--- config.mk ---
export PLATFORM = sky130hd
export DESIGN_NAME = vxe_vpu_cmd_disp
export DESIGN_NICKNAME = d
export VERILOG_FILES = /design/src/rtl/vxe_vpu_cmd_disp_pkg.sv /design/src/rtl/vxe_vpu_cmd_disp.sv
export SDC_FILE = /design/constraint.sdc
export NUM_CORES = 1
export LEC_CHECK = 0
export CORE_MARGIN = 2
export CORE_UTILIZATION = 48
export CTS_BUF_LIST = sky130_fd_sc_hd__clkbuf_4
export CTS_CLUSTER_SIZE = 40
export DETAILED_ROUTE_END_ITERATION = 8
export PLACE_DENSITY = 0.91
export SLEW_MARGIN = 20
export SYNTH_ARGS = -nofsm -noshare
export SYNTH_HDL_FRONTEND = slang
export SYNTH_SLANG_ARGS = --single-unit
--- constraint.sdc ---
create_clock -name clk -period 2 [get_ports clk]
set_input_delay 0.4 -clock clk [delete_from_list [all_inputs] [get_ports clk]]
set_output_delay 0.4 -clock clk [all_outputs]
set_load 0.05 [all_outputs]
--- src/rtl/vxe_vpu_cmd_disp_pkg.sv ---
// vxe_vpu_cmd_disp_pkg: opcodes, field widths and FSM encoding shared by the VPU command dispatcher
package vxe_vpu_cmd_disp_pkg;
  localparam int OP_W = 5;
  localparam int TH_W = 3;
  localparam int PL_W = 48;
  localparam logic [OP_W-1:0] OP_NOP  = 5'h00;
  localparam logic [OP_W-1:0] OP_SYNC = 5'h01;
  typedef enum logic [1:0] {
    ST_IDLE     = 2'd0,
    ST_DECODE   = 2'd1,
    ST_DISPATCH = 2'd2,
    ST_SYNC     = 2'd3
  } state_t;
endpackage

--- src/rtl/vxe_vpu_cmd_disp.sv ---
// vxe_vpu_cmd_disp: pops VPU queue commands and dispatches them one at a time to per-thread engines
// Ports:
//   clk, nrst            clock, asynchronous active-low reset
//   i_clear              abort in-flight command and clear the sticky error
//   o_busy, o_err        dispatcher/thread activity, sticky bad-thread error
//   i_vld, o_rd          queue head valid, queue pop
//   i_op, i_th, i_pl     queue head opcode, thread index, payload
//   o_thr_vld, i_thr_ack one-hot per-thread command valid and its accept
//   o_thr_op, o_thr_pl   command broadcast to every thread
//   i_thr_busy           per-thread execution activity
module vxe_vpu_cmd_disp
  import vxe_vpu_cmd_disp_pkg::*;
#(
  parameter int NTHR = 8
) (
  input  logic            clk,
  input  logic            nrst,
  input  logic            i_clear,
  output logic            o_busy,
  output logic            o_err,
  input  logic            i_vld,
  output logic            o_rd,
  input  logic [OP_W-1:0] i_op,
  input  logic [TH_W-1:0] i_th,
  input  logic [PL_W-1:0] i_pl,
  output logic [NTHR-1:0] o_thr_vld,
  input  logic [NTHR-1:0] i_thr_ack,
  output logic [OP_W-1:0] o_thr_op,
  output logic [PL_W-1:0] o_thr_pl,
  input  logic [NTHR-1:0] i_thr_busy
);
  localparam logic [TH_W:0] NTHR_L = (TH_W+1)'(NTHR);
  state_t          state;
  logic [OP_W-1:0] cmd_op;
  logic [TH_W-1:0] cmd_th;
  logic [PL_W-1:0] cmd_pl;
  logic [NTHR-1:0] th_sel;
  logic            th_ok;
  logic            ack_hit;
  genvar t;
  generate
    for (t = 0; t < NTHR; t++) begin : g_sel
      assign th_sel[t] = cmd_th == TH_W'(t);
    end
  endgenerate
  assign th_ok   = {1'b0, cmd_th} < NTHR_L;
  // only the ack of the thread currently addressed completes a dispatch
  assign ack_hit = |(i_thr_ack & o_thr_vld);
  assign o_rd    = (state == ST_IDLE) & i_vld & ~i_clear;
  assign o_busy  = (state != ST_IDLE) | (|i_thr_busy);
  always_ff @(posedge clk or negedge nrst) begin
    if (!nrst) begin
      state     <= ST_IDLE;
      cmd_op    <= '0;
      cmd_th    <= '0;
      cmd_pl    <= '0;
      o_thr_vld <= '0;
      o_thr_op  <= '0;
      o_thr_pl  <= '0;
      o_err     <= 1'b0;
    end else if (i_clear) begin
      state     <= ST_IDLE;
      o_thr_vld <= '0;
      o_err     <= 1'b0;
    end else begin
      case (state)
        ST_IDLE: if (i_vld) begin
          cmd_op <= i_op;
          cmd_th <= i_th;
          cmd_pl <= i_pl;
          state  <= ST_DECODE;
        end
        ST_DECODE: begin
          if (cmd_op == OP_NOP) state <= ST_IDLE;
          else if (cmd_op == OP_SYNC) state <= ST_SYNC;
          else if (!th_ok) begin
            o_err <= 1'b1;
            state <= ST_IDLE;
          end else begin
            o_thr_vld <= th_sel;
            o_thr_op  <= cmd_op;
            o_thr_pl  <= cmd_pl;
            state     <= ST_DISPATCH;
          end
        end
        ST_DISPATCH: if (ack_hit) begin
          o_thr_vld <= '0;
          state     <= ST_IDLE;
        end
        ST_SYNC: if (!(|i_thr_busy)) state <= ST_IDLE;
        default: state <= ST_IDLE;
      endcase
    end
  end
endmodule

==> results by group <==
Run status
  • Status: finished, final reports clean

Drt
  • DRC violations left: 0
  • WL/cell: between 15 and 20 µm
  • DR iter-0 viols: 71
  • Post-route ant nets: 0
  • First drt pass iteration count: 4
  • Vias per std cell: around 5.1
  • Vias after detailed routing: between 3000 and 4000
  • Drt total wl: ~10 mm

Critical path
  • Crit end category: output pin
  • CP required: between 1500 and 2000 ps
  • Critical Path AT: ~1600 ps
  • Crit path max fanout: 2
  • Crit Path Class: in -> out
  • Setup crit end: o_busy
  • FF-to-FF setup slack: 130 ps
  • FF-to-FF path depth: 4
  • Critical R2R Launch: cmd_op[3]
  • Worst Setup SP: i_thr_busy[1]
  • CP Launch Type: input port
  • Reg-to-reg endpoint: o_thr_pl[21]

CTS
  • Clock root buffer: clkbuf_4
  • Clock buffer depth: 2
  • Max H-tree Level: 4
  • Clock-pin slew on the worst setup and hold paths: around 120 ps
  • CTS sink count: approximately 120
  • CTS tree: yes
  • Clock Latency Late Sink: around 500 ps
  • CTS Buf Count: 17

Pwr
  • Static Leak: 3.01 nW
  • Switching Fraction: between 40 and 50%
  • Worst VDD drop: 1000 µV
  • Comb pwr share: roughly 43%
  • PwrDens: 1490 nW/µm²
  • Seq pwr share: 38.3%
  • Switching pwr: slightly above 0.004 W
  • Clock share of power: 19.2%
  • P_int: 0.00585 W

Die
  • Rows: 35
  • Die Height: about 100 µm
  • Core area: approximately 9300 µm²
  • IO Pins: 140
  • Die area: slightly above 10000 µm²
  • Initial Util: around half
  • Die Width: about 100 µm

Logic synthesis
  • Synth Net Count: 360
  • Netlist cell types: 27
  • Post-synth EDFFs: 0
  • Mapped Cells: approximately 280
  • Xor-xnor portion of the synthesized cell area: 0%
  • Mux cell area share after synthesis: between 20% and 30%
  • Sequential share of the synthesized area: between 60% and 70%
  • Avg Synthesized Cell Area: approximately 16 µm²
  • Flops & latches, synth: 119
  • Post-Synth Adder-Cell Area: 0%
  • Synth warn: 0
  • Post-Syn Area: 4610 µm²
  • Compound-Gate Fraction of Synth Area: 3.42%
  • FFs w/ async S/R, synth: 100%
  • Ys flop type: dfrtp_1
  • Largest family of logic cells by synthesized area: multiplexers
  • Post-synthesis simple-gate area fraction: just over 3%

Global routing
  • Total track usage: between 20% and 30%
  • GRT Residual Overflow: 0
  • Number of global-route vias before repair: around 3200
  • First-pass GRT wire length: between 15 and 20 mm
  • Initial antenna violation count: 0
  • Largest net degree at the start of global routing: 39

Timing
  • Fmax achieved: roughly 510 MHz
  • Clock Skew: between 15 and 20 ps
  • Worst setup margin: between 40 and 50 ps
  • Final setup fails: 0
  • Max-slew violations: 0
  • Fin crit share: a little over nine tenths
  • Pin slew with the least headroom to its limit: roughly 530 ps
  • Fin. Hold Viols: 0
  • Slew margin rel.: roughly two thirds
  • Minimum clock period: slightly below 2000 ps

Cells and area
  • Ant diodes: 0
  • Most frequent cells in the layout: dfrtp_1, mux2_2, dlygate4sd2_1
  • Nets: 538
  • Fin area: ~6700 µm²
  • Most common cell after layout, fill and taps aside: dfrtp_1
  • Area Overhead vs Synth: 44.7%
  • Share of layout cells above drive strength 1: between 30% and 40%

Min path
  • Type of the tightest min-delay check: in -> async

Run
  • Maxcap violations: 0

Placement
  • Post-place setup slack: -186 ps
  • GP Congestion: 0.742
  • Post-DP HPWL: 7.14 mm
  • Post-DP Area: approximately 6200 µm²
  • Buffers on Ports: approximately 140
## synthesized netlist by cell type, types with 2 or more instances
library cell	n	share of area [%]
dfrtp_1	119	65
mux2_2	108	26
buf_2	6	0.65
nand2_1	5	0.41
a22oi_1	4	0.65
buf_4	4	0.65
nor2b_1	4	0.54
o2bb2ai_1	4	0.76
a22o_1	3	0.57
buf_6	3	0.73
nor2_1	3	0.24
nor4_1	3	0.41
nand3_1	2	0.22
nor3b_1	2	0.33
o211ai_1	2	0.33
## layout make-up
cell class / count / area [µm²]
well taps: 129 / 161
multi-input cells: 151 / 1560
clock buffers: 19 / 143
repair buffers: 173 / 1640
fillers: 680 / 2620
clock inverters: 12 / 178
flip-flops and latches: 119 / 2980
## what timing repair did
item | CTS | global route
setup endpoints to repair | 63 | 2
pin swaps | 4 | 4
gates resized for setup | 77 | 5
hold buffers | 1 | 0
hold endpoints to repair | 35 | 0
setup buffers | 1 | 19
## worst min path at each step
stage,startpoint,endpoint,slack (ps),depth (start not counted)
global route,nrst,o_thr_pl[14],410,2
floorplan,nrst,cmd_op[0],100,0
detailed placement,nrst,o_thr_pl[14],410,1
global placement,nrst,o_thr_pl[14],410,1
CTS,nrst,o_thr_pl[14],390,2
finish,nrst,o_thr_pl[14],410,2
## worst max-delay path, cell delays in order
cell           delay [ps]
dlygate4sd2_1         240
nor4_2                270
nand2_1               130
or3_4                 350
buf_8                 160
## kinds of logic after synthesis
kind of cell           count (synthesis)
AOI/OAI and AO/OA                     17
buffers and inverters                 14
DFF                                  119
muxes                                109
other                                  1
and+or+nand+nor                       24
## registers in the layout (all words and copies together) (netlist names)
signal     count
state          2
o_thr_pl      48
o_thr_vld      8
cmd_th         3
cmd_op         5
cmd_pl        48
o_thr_op       5
## per-stage QoR
stage / TNS, ps / total power [W] / cells / util (%) / hold WS (ps)
after floorplan: 0 / 0.00678 / 284 / - / 104
after global placement: -57.6 / 0.00831 / 551 / 67.0 / 409
after detailed placement: -254 / 0.00847 / 551 / 67.0 / 413
after CTS: -81.2 / 0.00999 / 584 / 70.1 / 388
after global routing: -9.14 / 0.0104 / 603 / 71.8 / 408
final: 0 / 0.00995 / 603 / 71.8 / 412
## metal layers
layer	global-route usage (%)	vias up	wire length, µm
met5	0	-	0
met4	8.41	0	215
met3	7.93	19	776
met2	34.0	103	5250
met1	22.5	1552	3860
li1	-	1384	-
## power by group through the flow
stage                     Clock [W]  Combinational [W]  Sequential, W
after global routing        0.00206            0.00445        0.00393
after CTS                   0.00196            0.00420        0.00382
after detailed placement          0            0.00458        0.00390
final                       0.00191            0.00424        0.00381
after floorplan                   0            0.00106        0.00572
after global placement            0            0.00449        0.00382
(Power assumes the default switching activity.)
